## config.mk

```make
export PLATFORM = sky130hd
export DESIGN_NAME = code_queue_ml
export DESIGN_NICKNAME = d
export VERILOG_FILES = /design/src/rtl/code_queue_ml.sv
export SDC_FILE = /design/constraint.sdc
export NUM_CORES = 1
export LEC_CHECK = 0
export ABC_AREA = 1
export CORE_MARGIN = 2
export CORE_UTILIZATION = 56
export CTS_BUF_LIST = sky130_fd_sc_hd__clkbuf_8
export DETAILED_ROUTE_END_ITERATION = 7
export MAX_ROUTING_LAYER = met4
export PLACE_DENSITY = 0.81
export SYNTH_ARGS = -nofsm -noshare
export SYNTH_HDL_FRONTEND = slang
export SYNTH_SLANG_ARGS = --single-unit
```

## constraint.sdc

```tcl
create_clock -name clk -period 2.6 [get_ports clk]
set_input_delay 0.26 -clock clk [delete_from_list [all_inputs] [get_ports clk]]
set_output_delay 0.26 -clock clk [all_outputs]
set_load 0.005 [all_outputs]
```

## src/rtl/code_queue_ml.sv

```systemverilog
// Context/decision queue between the bit-plane coder and the MQ coder.
// Buffers up to LANES (CX,D) pairs per cycle; emits MQ pairs or RAW-packed bytes.
module code_queue_ml #(
    parameter int LANES = 2,
    parameter int DEPTH = 16,
    parameter int CX_W  = 5
) (
    input  logic                    clk,
    input  logic                    rst,
    input  logic [LANES-1:0]        wr_en,
    input  logic [LANES-1:0]        d_in,
    input  logic [LANES*CX_W-1:0]   cx_in,
    output logic                    in_ready,
    input  logic                    raw_mode,
    input  logic                    flush,
    output logic                    pair_valid,
    input  logic                    pair_ready,
    output logic [CX_W-1:0]         pair_cx,
    output logic                    pair_d,
    output logic                    byte_valid,
    output logic [7:0]              byte_out,
    output logic                    flush_done,
    output logic [$clog2(DEPTH):0]  count,
    output logic                    overflow
);

    localparam int PTR_W = $clog2(DEPTH);
    localparam int CNT_W = PTR_W + 1;

    typedef enum logic [1:0] {IDLE, DRAIN, PAD, DONE} state_t;

    state_t            state, state_next;
    logic [CX_W:0]     mem [DEPTH];
    logic [CX_W:0]     head;
    logic [PTR_W-1:0]  wr_ptr, rd_ptr;
    logic [PTR_W-1:0]  lane_off [LANES];
    logic [CNT_W-1:0]  wr_cnt, count_next;
    logic              mode_raw;
    logic [6:0]        pk_bits;
    logic [2:0]        pk_cnt;
    logic              pop, pad_go;

    // Left-align the n pending bits and zero-fill the tail of the byte.
    function automatic logic [7:0] pad_byte(input logic [6:0] bits, input logic [2:0] n);
        pad_byte = {bits, 1'b0} << (3'd7 - n);
    endfunction

    // Enabled lanes are compacted: each lane's slot is the number of enabled lanes below it.
    always_comb begin
        wr_cnt = '0;
        for (int i = 0; i < LANES; i++) begin
            lane_off[i] = wr_cnt[PTR_W-1:0];
            wr_cnt      = wr_cnt + CNT_W'(wr_en[i]);
        end
    end

    assign head       = mem[rd_ptr];
    assign pop        = (count != '0) && (mode_raw || pair_ready);
    assign count_next = count + (in_ready ? wr_cnt : '0) - CNT_W'(pop);
    assign pad_go     = (state == DRAIN) && (count == '0) && mode_raw && (pk_cnt != 3'd0);
    assign pair_valid = (count != '0) && !mode_raw;
    assign pair_cx    = pair_valid ? head[CX_W:1] : '0;
    assign pair_d     = pair_valid ? head[0] : 1'b0;

    always_comb begin
        state_next = state;
        flush_done = 1'b0;
        case (state)
            IDLE:    if (flush) state_next = DRAIN;
            DRAIN:   if (count == '0) state_next = pad_go ? PAD : DONE;
            PAD:     state_next = DONE;
            DONE: begin
                flush_done = 1'b1;
                state_next = IDLE;
            end
            default: state_next = IDLE;
        endcase
    end

    always_ff @(posedge clk or posedge rst) begin
        if (rst) begin
            state      <= IDLE;
            count      <= '0;
            in_ready   <= 1'b0;
            wr_ptr     <= '0;
            rd_ptr     <= '0;
            overflow   <= 1'b0;
            mode_raw   <= 1'b0;
            pk_bits    <= '0;
            pk_cnt     <= '0;
            byte_valid <= 1'b0;
            byte_out   <= '0;
        end else begin
            state    <= state_next;
            count    <= count_next;
            in_ready <= (state_next == IDLE) && ((CNT_W'(DEPTH) - count_next) >= CNT_W'(LANES));
            if (in_ready)
                wr_ptr <= wr_ptr + wr_cnt[PTR_W-1:0];
            else if (wr_en != '0)
                overflow <= 1'b1;
            if (pop)
                rd_ptr <= rd_ptr + PTR_W'(1);
            byte_valid <= 1'b0;
            if (pop && mode_raw) begin
                if (pk_cnt == 3'd7) begin
                    byte_out   <= {pk_bits, head[0]};
                    byte_valid <= 1'b1;
                    pk_bits    <= '0;
                    pk_cnt     <= '0;
                end else begin
                    pk_bits <= {pk_bits[5:0], head[0]};
                    pk_cnt  <= pk_cnt + 3'd1;
                end
            end else if (pad_go) begin
                byte_out   <= pad_byte(pk_bits, pk_cnt);
                byte_valid <= 1'b1;
                pk_bits    <= '0;
                pk_cnt     <= '0;
            end
            // Mode only switches when nothing is buffered anywhere.
            if ((count == '0) && (pk_cnt == 3'd0) && (state == IDLE))
                mode_raw <= raw_mode;
        end
    end

    always_ff @(posedge clk) begin
        for (int i = 0; i < LANES; i++)
            if (in_ready && wr_en[i])
                mem[wr_ptr + lane_off[i]] <= {cx_in[i*CX_W +: CX_W], d_in[i]};
    end

endmodule

```

==> metrics.md, run 1 <==
| Metric | Value |
|---|---|
| TritonCTS clock tree | built |
| Drt wl/cell | between 15 and 20 um |
| Final min period | 2670 ps |
| Synth cell count leaders | nand2_1 (225), o21ai_0 (146), edfxtp_1 (96) |
| Sequential fraction of the synthesis area | around 52% |
| Synthesized net count | 920 |
| Drt first pass iters | 8 |
| Die area | around 0.014 mm2 |
| Starting Density | between 50% and 60% |
| H-tree depth | 4 |
| RSZ-0062 raised after global routing | true |
| Worst Slack Setup Final | -68.0 ps |
| Max-Cap Viols | 0 |
| Post-DP HPWL | ~12,000 um |
| Initial antenna violation count | 0 |
| Mapped Cells | 881 |
| Hold Slack | ~230 ps |
| Crit-path most repeated cell | nand2_1 |
| Yosys top cell area share | between 30 and 40% |
| Pint | approximately 5500 uW |
| Io pins | between 40 and 50 |
| Die width | roughly 120 um |
| Final instance area | slightly below 0.009 mm2 |
| Synthesis-to-finish area growth | 19.1% |
| Final hold violations | 0 |
| Avg Cell Area, Syn | 8.39 um2 |
| Static leakage | about 0.0039 uW |
| Crit path cell chain | inv_2 -> ha_4 -> nand2_2 -> nor2_4 -> nor2_4 -> xnor2_2 -> ha_2 -> inv_2 -> fa_1 -> ha_2 -> nand2_2 -> nand2_1 -> nand2_1 -> inv_1 -> nand2_1 -> nand2_1 -> nand3_1 -> nand2_1 -> inv_1 |
| NumNets Final | around 990 |
| PD cells | between 1000 and 1500 mW/mm2 |
| Fillers | roughly 920 |
| Synthesized flop and latch total | ~130 |
| CTS buffer count | 17 |
| Total core area | between 0.01 and 0.015 mm2 |
| Clock Pin Slew Worst Setup and Hold Paths | 80 ps |
| Failing checks | negative setup slack |
| Vias/cell | around 5.7 |
| Clk Latency, worst-skew pair | ~460 ps |
| Synth warn | 0 |
| Residual DRC | 0 |
| Relative slew margins | between 30% and 40% |
| Asr flop ratio synth | about 28% |
| Die Ht | around 120 um |
| Worst Path Arrival | ~3000 ps |
| Grt ovf | 0 |
| Flop pwr share | about a third |
| Crit path capture type | register |
| Sink Count | about 130 |
| Dpl cell area | slightly above 0.008 mm2 |
| Status | finished with violations |
| Share of cells above drive strength 1 | a little over an eighth |
| CTS max path bufs | 2 |
| EDFF count, synth | 96 |
| Area leader, netlist | edfxtp_1 |
| Vias | ~6.4k |
| Post-Syn Area | 0.00739 mm2 |
| Vias in the first global route | a little under 6k |
| CP startpoint kind | register |
| Distinct cells, synth | 34 |
| Actual slew at the worst max-slew pin | between 900 and 1000 ps |
| 1st-iter DRT viols | 806 |
| Cell Rows | around 40 |
| Crit share post-route | 103% |
| Critical-path maximum fanout | 3 |
| Diodes inserted | 0 |
| Setup violators final | 1 |
| Max VDD drop | ~1100 uV |
| Final WL | ~19,000 um |
| Largest net degree at the start of global routing | 38 |
| GRT Util Overall | 27.4% |
| Gate power share | roughly half |
| Max Fclk | around 370 MHz |
| Largest stage delay, worst path | around 530 ps |
| Main synth FF type | edfxtp_1 |
| Worst Hold Class | in -> async |
| Global-route wire length before repair | between 20,000 and 30,000 um |
| Clk root buf | clkbuf_8 |
| Slowest library cell on the worst path | fa_1 |
| Slew Limit Fails | 0 |
| Cell with the most instances after synthesis | nand2_1 |
| Synth top area cells | edfxtp_1 (39%), dfrtp_1 (13%), nand2_1 (11%), o21ai_0 (9.9%), nand3_1 (4.7%) |
| Clock power share | about a fifth |
| Post-route ant nets | 0 |
| Hold_buf cts | 0 |
| CP bufs+invs | 4 |
| Psw | about 3800 uW |
| Critical Path RT | ~3000 ps |
| Net Sw Frac | just over 40% |
| PortBufs | 42 |
| Setup Skew | ~14 ps |
| Family with the most delay on the worst path | adder cells |
| Routability Congestion | roughly 0.95 |
| Setup CP Type | reg -> reg |
stage by stage:
stage	setup slack, ps	total power, uW	util [%]	instances	setup TNS, ps
CTS	-46.1	8940	67.5	1123	-46.1
finish	-68.0	9370	68.9	1132	-68.0
global route	-266	9990	68.9	1132	-266
floorplan	55.0	5650	-	881	0
detailed placement	-317	6980	63.6	1090	-317
global placement	-231	6880	63.6	1090	-231
registers in the layout, summed over array words and instances, names as in the netlist:
register    cells
byte_out        8
mem            96
pk_bits         7
count           5
mode_raw        1
overflow        1
wr_ptr          4
rd_ptr          4
pk_cnt          3
state           2
byte_valid      1
in_ready        1
routing by layer:
| metal | vias to the layer above | GRT usage [%] | share of wire, % |
|---|---|---|---|
| met3 | 87 | 4.74 | 9.3 |
| met4 | 0 | 14.4 | 4.8 |
| met5 | - | - | 0 |
| met1 | 2868 | 34.9 | 39 |
| met2 | 388 | 42.3 | 47 |
| li1 | 3066 | - | - |
path summary, 6_finish.rpt:
check,from,to,slack [ps],cells past startpoint
min reg2reg,byte_out[0],byte_out[0],490,2
max,count[3],in_ready,-70,19
max in group asynchronous,rst,rd_ptr[0],2010,3
min in group clk,raw_mode,mode_raw,340,3
max reg2reg,count[3],in_ready,-70,19
min,rst,rd_ptr[3],230,3
tightest hold or removal path, stage by stage:
cell             delay [ps]
clkdlybuf4s50_1         390
inv_1                    50
buf_4                   430
power groups by stage:
| stage | sequential (uW) | clock (uW) | combinational, uW |
|---|---|---|---|
| 2_1_floorplan | 2910 | 0 | 2740 |
| 3_3_place_gp | 2990 | 0 | 3890 |
| 3_5_place_dp | 3000 | 0 | 3980 |
| 4_1_cts | 2970 | 1830 | 4150 |
| 5_1_grt | 3040 | 1910 | 5050 |
| 6_report | 2990 | 1820 | 4560 |
placed cells by master, fill, tap and decap left out, drive strengths merged:
cell / synthesis / routed
a21oi: 9 / 9
a31oi: 1 / 1
buf: 37 / 62
bufinv: 0 / 3
clkbuf: 22 / 23
clkdlybuf4s50: 0 / 36
clkinv: 1 / 4
dfrtp: 37 / 37
dlygate4sd2: 0 / 3
dlymetal6s2s: 0 / 3
edfxtp: 96 / 96
fa: 2 / 2
ha: 18 / 18
inv: 79 / 84
mux2i: 1 / 1
nand2: 225 / 225
nand3: 71 / 71
nand3b: 1 / 1
nand4: 3 / 3
nor2: 82 / 82
nor3: 5 / 5
o211ai: 10 / 10
o21a: 2 / 2
o21ai: 164 / 164
o21bai: 1 / 1
o22ai: 5 / 5
xnor2: 3 / 3
xor2: 6 / 6
area by class of cell:
type / count / area, um2 / area share [%]
Sequential cell: 133 / 3810 / 43.3
Clock inverter: 11 / 130 / 1.48
Clock buffer: 21 / 289 / 3.29
Inverter: 80 / 303 / 3.44
Multi-Input combinational cell: 609 / 3030 / 34.4
Timing Repair Buffer: 106 / 1020 / 11.6
Tap cell: 172 / 215 / 2.45
what timing repair did:
| action | 4_1_cts | 5_1_grt |
|---|---|---|
| cloned | 1 | 2 |
| endpoints found under the setup margin | 6 | 4 |
| pin swaps | 8 | 16 |
| resized for setup | 18 | 23 |
| setup buffers | 0 | 7 |
logic make-up (layout without fill, tap and decap cells):
logic type	after synthesis	in the layout	synth area share, %
and+or+nand+nor	387	387	21.3
muxes	1	1	0.135
adders and majority gates	20	20	3.59
AOI/OAI and AO/OA	192	192	13.6
xor gates and xnor gates	9	9	1.27
DFF	133	133	51.5
buffers and inverters	139	218	8.55
No activity file was read; power rests on OpenSTA's default activity.
==> run 2: changes to the inputs <==
--- a/config.mk
+++ b/config.mk
@@ -6,12 +6,13 @@
 export NUM_CORES = 1
 export LEC_CHECK = 0
 export ABC_AREA = 1
+export CAP_MARGIN = 10
 export CORE_MARGIN = 2
-export CORE_UTILIZATION = 56
+export CORE_UTILIZATION = 30
 export CTS_BUF_LIST = sky130_fd_sc_hd__clkbuf_8
 export DETAILED_ROUTE_END_ITERATION = 7
 export MAX_ROUTING_LAYER = met4
-export PLACE_DENSITY = 0.81
+export PLACE_DENSITY = 0.46
 export SYNTH_ARGS = -nofsm -noshare
 export SYNTH_HDL_FRONTEND = slang
 export SYNTH_SLANG_ARGS = --single-unit
==> run 2 against run 1 <==
  * The run now ends clean
  * Clock skew up 4.2 ps
  * Clock-buffer cell count shrank 2
  * First-iteration DRC count down 34%
  * Critical endpoint is now pair_cx[2]
==> metrics.md, run 2 (synthesis gave the netlist of run 1 again) <==
| Metric | Value |
|---|---|
| # placed instances | 1,260 (+16%) |
| Setup Skew | 18.3 ps (+4.24 ps) |
| Diodes inserted | 0 (unchanged) |
| Clock Pin Slew Worst Setup and Hold Paths | 90 ps (about the same) |
| Die Ht | 161 um (+35%) |
| Final instance area | 0.00907 mm2 (+3.1%) |
| CTS buffer count | 17 (unchanged) |
| TritonCTS clock tree | built |
| Static leakage | 0.00394 uW (+0.61%) |
| Global-route wire length before repair | 35,200 um (+22%) |
| Relative slew margins | 39.0% (-0.18 points) |
| Number of flip-flops in the largest register | 96 (unchanged) |
| Synthesis-to-finish area growth | 22.7% |
| R2R Path Start | count[2] |
| Max-Cap Viols | 0 (unchanged) |
| Dpl cell area | 0.00848 mm2 (+4.3%) |
| Io pins | 43 (unchanged) |
| Critical-path maximum fanout | 15 (+12) |
| Final hold violations | 0 (unchanged) |
| NumNets Final | 1,001 (+1.5%) |
| CP endpoint | pair_cx[2] |
| Crit share post-route | 99.0% (-3.6 points) |
| Worst reg2reg path depth | 19 (unchanged) |
| Sink Count | 133 (unchanged) |
| Clk Latency, worst-skew pair | 450 ps (about the same) |
| Post-DP HPWL | 14,700 um (+22%) |
| PortBufs | 42 (unchanged) |
| GRT Util Overall | 18.4% (-9.0 points) |
| Crit path from | rd_ptr[1] |
| CP startpoint kind | register |
| Final WL | 22,500 um (+18%) |
| Commonest non-fill, non-tap cell in the layout | nand2_1 |
| Critical Path RT | 2340 ps (-620 ps) |
| Slew Limit Fails | 0 (unchanged) |
| Routability Congestion | 0.881 (-7.4%) |
| Cell Rows | 57 (+39%) |
| Vias | 6,164 (-3.8%) |
| Reg2reg setup slack | 60 ps (+130 ps) |
| Starting Density | 30.5% (-27 points) |
| Share of cells above drive strength 1 | 14.1% (+0.72 points) |
| Initial antenna violation count | 0 (unchanged) |
| Drt wl/cell | 17.3 um (+3.2%) |
| Worst Hold Class | in -> async |
| RSZ-0062 raised after global routing | true |
| Final core utilization | 37.4% (-31 points) |
| Setup violators final | 0 (-1) |
| Post-route ant nets | 0 (unchanged) |
| Final min period | 2570 ps (-94.0 ps) |
| H-tree depth | 4 (unchanged) |
| Drt first pass iters | 5 (-3) |
| CTS max path bufs | 2 (unchanged) |
| Status | complete, no violations |
| Crit path capture type | primary output |
| Reg-to-Reg End | in_ready |
| 1st-iter DRT viols | 533 (-34%) |
| Total core area | 0.0242 mm2 (+90%) |
| Actual slew at the worst max-slew pin | 912 ps (+9.42 ps) |
| Grt ovf | 0 (unchanged) |
| PD cells | 1040 mW/mm2 (-1.9%) |
| Die area | 0.0259 mm2 (+83%) |
| Residual DRC | 0 (unchanged) |
| Vias in the first global route | 5,985 (+3.5%) |
| Final cell count without fillers | 1,299 (+15%) |
| Commonest cells after routing, fill and taps aside | nand2_1 (224), o21ai_0 (142), edfxtp_1 (96) |
| Max Fclk | 389 MHz (+3.7%) |
| Clk root buf | clkbuf_8 |
| Die width | 161 um (+35%) |
| Max VDD drop | 571 uV (-46%) |
| Vias/cell | 4.75 (-16%) |
| Largest net degree at the start of global routing | 38 (unchanged) |
| Setup CP Type | reg -> out |
| Worst Path Arrival | 2310 ps (-710 ps) |
[run 2: cell types whose count changed in the layout (fill, tap and decap cells not counted), moves of 3 or more]
| cell | previous run | this run |
|---|---|---|
| buf_4 | 56 | 70 |
| clkinvlp_4 | 0 | 4 |
| o21ai_0 | 145 | 142 |
| o21ai_1 | 18 | 21 |
[run 2: cell type report]
| class | instances | area, um2 |
|---|---|---|
| clock buffers | 19 | 262 |
| clock inverters | 13 | 158 |
| fillers | 2537 | 15200 |
| inverters | 80 | 307 |
| multi-input cells | 609 | 3000 |
| flip-flops and latches | 133 | 3810 |
| well taps | 324 | 405 |
| repair buffers | 121 | 1130 |
[run 2: repair_timing]
action | 4_1_cts | 5_1_grt
gates resized for setup | 20 | 10
endpoints found under the setup margin | 6 | 3
buffers inserted | 0 | 4
pin swaps | 2 | 9
cloned | 1 | 2
hold buffers | 0 | 0
[run 2: per-stage QoR]
step                      setup TNS, ps  power, uW  setup WS [ps]  hold WS [ps]
after global placement             -365       7330           -291           466
final                                 0       9470           26.1           237
after CTS                          -131       9340           -131           225
after global routing               -418      10300           -197           274
after detailed placement           -440       7330           -328           465
after floorplan                       0       5650           55.0           393
[run 2: critical path: stages (launching register included)]
cell and delay (ps):
dfrtp_1 390, clkinvlp_4 130, buf_4 170, clkbuf_16 180
nor2_1 150, o21ai_0 110, o211ai_1 130, nand3_1 140
a21oi_2 220, dlygate4sd2_1 260
[run 2: worst min-delay path by stage]
stage                             end   startpoint  cells past startpoint
after global placement    byte_out[1]  byte_out[1]                      2
final                        count[4]          rst                      3
after global routing         count[3]          rst                      3
after floorplan              mode_raw     raw_mode                      2
after detailed placement  byte_out[4]  byte_out[4]                      2
after CTS                    count[3]          rst                      3
[run 2: power breakdown]
group          switching, uW  internal (uW)
clock network            866            996
registers                329           2660
logic                   2730           1890
total                   3920           5550
[run 2: layer usage]
metal / track usage (%) / wire length [um] / vias up
met4: 4.71 / 278 / 0
met5: - / 0 / -
li1: - / - / 3099
met3: 2.74 / 915 / 16
met2: 28.8 / 10600 / 155
met1: 25.2 / 10700 / 2894
==> run 3: changes to the inputs <==
--- a/config.mk
+++ b/config.mk
@@ -7,7 +7,6 @@
 export LEC_CHECK = 0
 export ABC_AREA = 1
 export CAP_MARGIN = 10
-export CORE_MARGIN = 2
 export CORE_UTILIZATION = 30
 export CTS_BUF_LIST = sky130_fd_sc_hd__clkbuf_8
 export DETAILED_ROUTE_END_ITERATION = 7
==> run 3 against run 2 <==
  * The flow now finishes with violations (negative setup slack)
  * Clock skew shrank 6.4 ps
  * Hold slack got worse by 170 ps
  * Utilization increased by 0.34 points
  * Non-clock buffer count increased by 1
  * First-iteration DRC count is 26% lower
  * Combinational power up 1%
  * Maximum frequency fell by 1.4%
  * Power up 1.2%
  * Design area increased by 0.91%
  * Global-route usage increased by 0.13 points
  * Largest power group unchanged
==> metrics.md, run 3 (synthesis gave the netlist of run 1 again) <==
| Metric | Value |
|---|---|
| Clk root buf | clkbuf_8 |
| Io pins | 43 (unchanged) |
| Starting Density | 30.5% (unchanged) |
| Total Power | 9590 uW (+1.2%) |
| Number of flip-flops in the largest register | 96 (unchanged) |
| Max Fclk | 383 MHz (-1.4%) |
| GRT Util Overall | 18.6% (+0.13 points) |
| Family with the most delay on the worst path | buffers and inverters |
| CP startpoint kind | register |
| Vias | 6,098 (-1.1%) |
| Max-Cap Viols | 0 (unchanged) |
| CTS max path bufs | 2 (unchanged) |
| Hold_buf cts | 0 (unchanged) |
| Largest net degree at the start of global routing | 27 (-29%) |
| Routability Congestion | 0.845 (-4.1%) |
| Cell Rows | 57 (unchanged) |
| TritonCTS clock tree | built |
| Final hold violations | 0 (unchanged) |
| Critical-path maximum fanout | 21 (+6) |
| Diodes inserted | 0 (unchanged) |
| Die area | 0.0253 mm2 (-2.5%) |
| Final WL | 22,000 um (-2.3%) |
| Setup CP Type | reg -> out |
| PD cells | 1050 mW/mm2 (+0.31%) |
| Crit path capture type | primary output |
| Share of cells above drive strength 1 | 14.7% (+0.60 points) |
| Initial antenna violation count | 0 (unchanged) |
| Worst Slack Setup Final | -11.0 ps (-37.0 ps) |
| Hold Slack | 70.8 ps (-167 ps) |
| Synthesis-to-finish area growth | 23.8% |
| Worst reg2reg path depth | 19 (unchanged) |
| Vias/cell | 4.69 (-1.1%) |
| Vias in the first global route | 5,831 (-2.6%) |
| Slowest library cell on the worst path | clkdlybuf4s50_1 |
| Final instance area | 0.00915 mm2 (+0.91%) |
| Residual DRC | 0 (unchanged) |
| Die Ht | 159 um (-1.2%) |
| Reg-to-Reg End | in_ready |
| Flip-flop and latch area | 0.00381 mm2 (unchanged) |
| Total core area | 0.0242 mm2 (unchanged) |
| Max VDD drop | 728 uV (+28%) |
| Setup TNS | -11.0 ps (-11.0 ps) |
| Commonest cells after routing, fill and taps aside | nand2_1 (224), o21ai_0 (140), edfxtp_1 (96) |
| Setup Skew | 11.9 ps (-6.40 ps) |
| PortBufs | 42 (unchanged) |
| Status | finished with violations |
| CP bufs+invs | 2 (-2) |
| Sink Count | 133 (unchanged) |
| Area of the multi-input gates | 0.00302 mm2 (+0.79%) |
| Relative slew margins | 43.6% (+4.6 points) |
| Worst Path Arrival | 2350 ps (+40 ps) |
| 1st-iter DRT viols | 395 (-26%) |
| H-tree depth | 4 (unchanged) |
| Post-route ant nets | 0 (unchanged) |
| Worst Hold Class | in -> async |
| Crit path cell chain | buf_12 -> nor2_1 -> nor2_1 -> o21ai_0 -> nand3_1 -> nand3_1 -> a21oi_2 -> clkdlybuf4s50_1 |
| CTS buffer count | 17 (unchanged) |
| Static leakage | 0.00402 uW (+2.0%) |
| Slew Limit Fails | 0 (unchanged) |
| RSZ-0062 raised after global routing | true |
| NumNets Final | 1,002 (+0.10%) |
| Grt ovf | 0 (unchanged) |
| Crit share post-route | 100% (+1.4 points) |
| Die width | 159 um (-1.2%) |
| Final core utilization | 37.7% (+0.34 points) |
| Drt wl/cell | 16.9 um (-2.4%) |
| Clk Latency, worst-skew pair | 460 ps (about the same) |
| Clock Pin Slew Worst Setup and Hold Paths | 80 ps (about the same) |
| Reg2reg setup slack | 20 ps (-40 ps) |
| Failing checks | negative setup slack |
| Global-route wire length before repair | 34,200 um (-2.7%) |
| Critical Path RT | 2340 ps (about the same) |
| R2R Path Start | count[2] |
| Largest stage delay, worst path | 520 ps (+130 ps) |
| Post-DP HPWL | 15,000 um (+1.6%) |
| Final min period | 2610 ps (+37.0 ps) |
| Setup violators final | 1 (+1) |
| Dpl cell area | 0.00849 mm2 (+0.21%) |
| Actual slew at the worst max-slew pin | 843 ps (-68.3 ps) |
| Commonest non-fill, non-tap cell in the layout | nand2_1 |
| Fillers | 2,534 (-0.12%) |
| Drt first pass iters | 7 (+2) |
run 3: cell count changes in the layout (fill, tap and decap cells not counted), sizes merged:
cell           delta
buf               +2
bufbuf            -1
bufinv            +1
clkbuf            -1
clkdlybuf4s50     +1
clkinv            +2
clkinvlp          -4
dlygate4sd2       -4
dlymetal6s2s      +3
inv               +2
run 3: power breakdown:
group | internal (uW) | total (uW) | switching, uW | leakage [uW]
logic | 1910 | 4670 | 2750 | 0.00248
clock network | 1070 | 1930 | 863 | 0.000229
registers | 2660 | 2990 | 330 | 0.00131
run 3: final cells by class:
class                   instances  area share, %
clock buffers                  18           2.71
clock inverters                14           1.97
inverters                      80           3.35
multi-input cells             609           33.0
flip-flops and latches        133           41.6
well taps                     324           4.43
repair buffers                122           12.9
run 3: worst max path at each step:
stage               from          to  slack, ps  depth (start not counted)
6_report       rd_ptr[0]  pair_cx[1]        -10                          8
5_1_grt         count[3]    in_ready       -210                         19
4_1_cts        rd_ptr[0]  pair_cx[2]       -120                          9
3_5_place_dp    wr_en[0]    in_ready       -330                         18
3_3_place_gp    wr_en[0]    in_ready       -290                         18
2_1_floorplan   count[3]    in_ready         50                         19
run 3: repair_timing:
action | in CTS | in global routing
resized for setup | 19 | 26
setup endpoints to repair | 6 | 6
endpoints found under the hold margin | 0 | 0
pin swaps | 5 | 16
cloned | 0 | 2
setup buffers | 0 | 7
run 3: metal layers:
layer | track usage [%] | share of wire (%) | up-vias
met1 | 25.1 | 48 | 2844
met2 | 28.9 | 47 | 138
met3 | 2.97 | 4.1 | 17
met5 | - | 0 | -
met4 | 4.98 | 1.1 | 0
li1 | - | - | 3099
run 3: through the flow:
stage,setup WS [ps],cells
global placement,-289,1259
finish,-11.0,1300
floorplan,55.0,881
global route,-206,1300
detailed placement,-333,1259
CTS,-117,1291
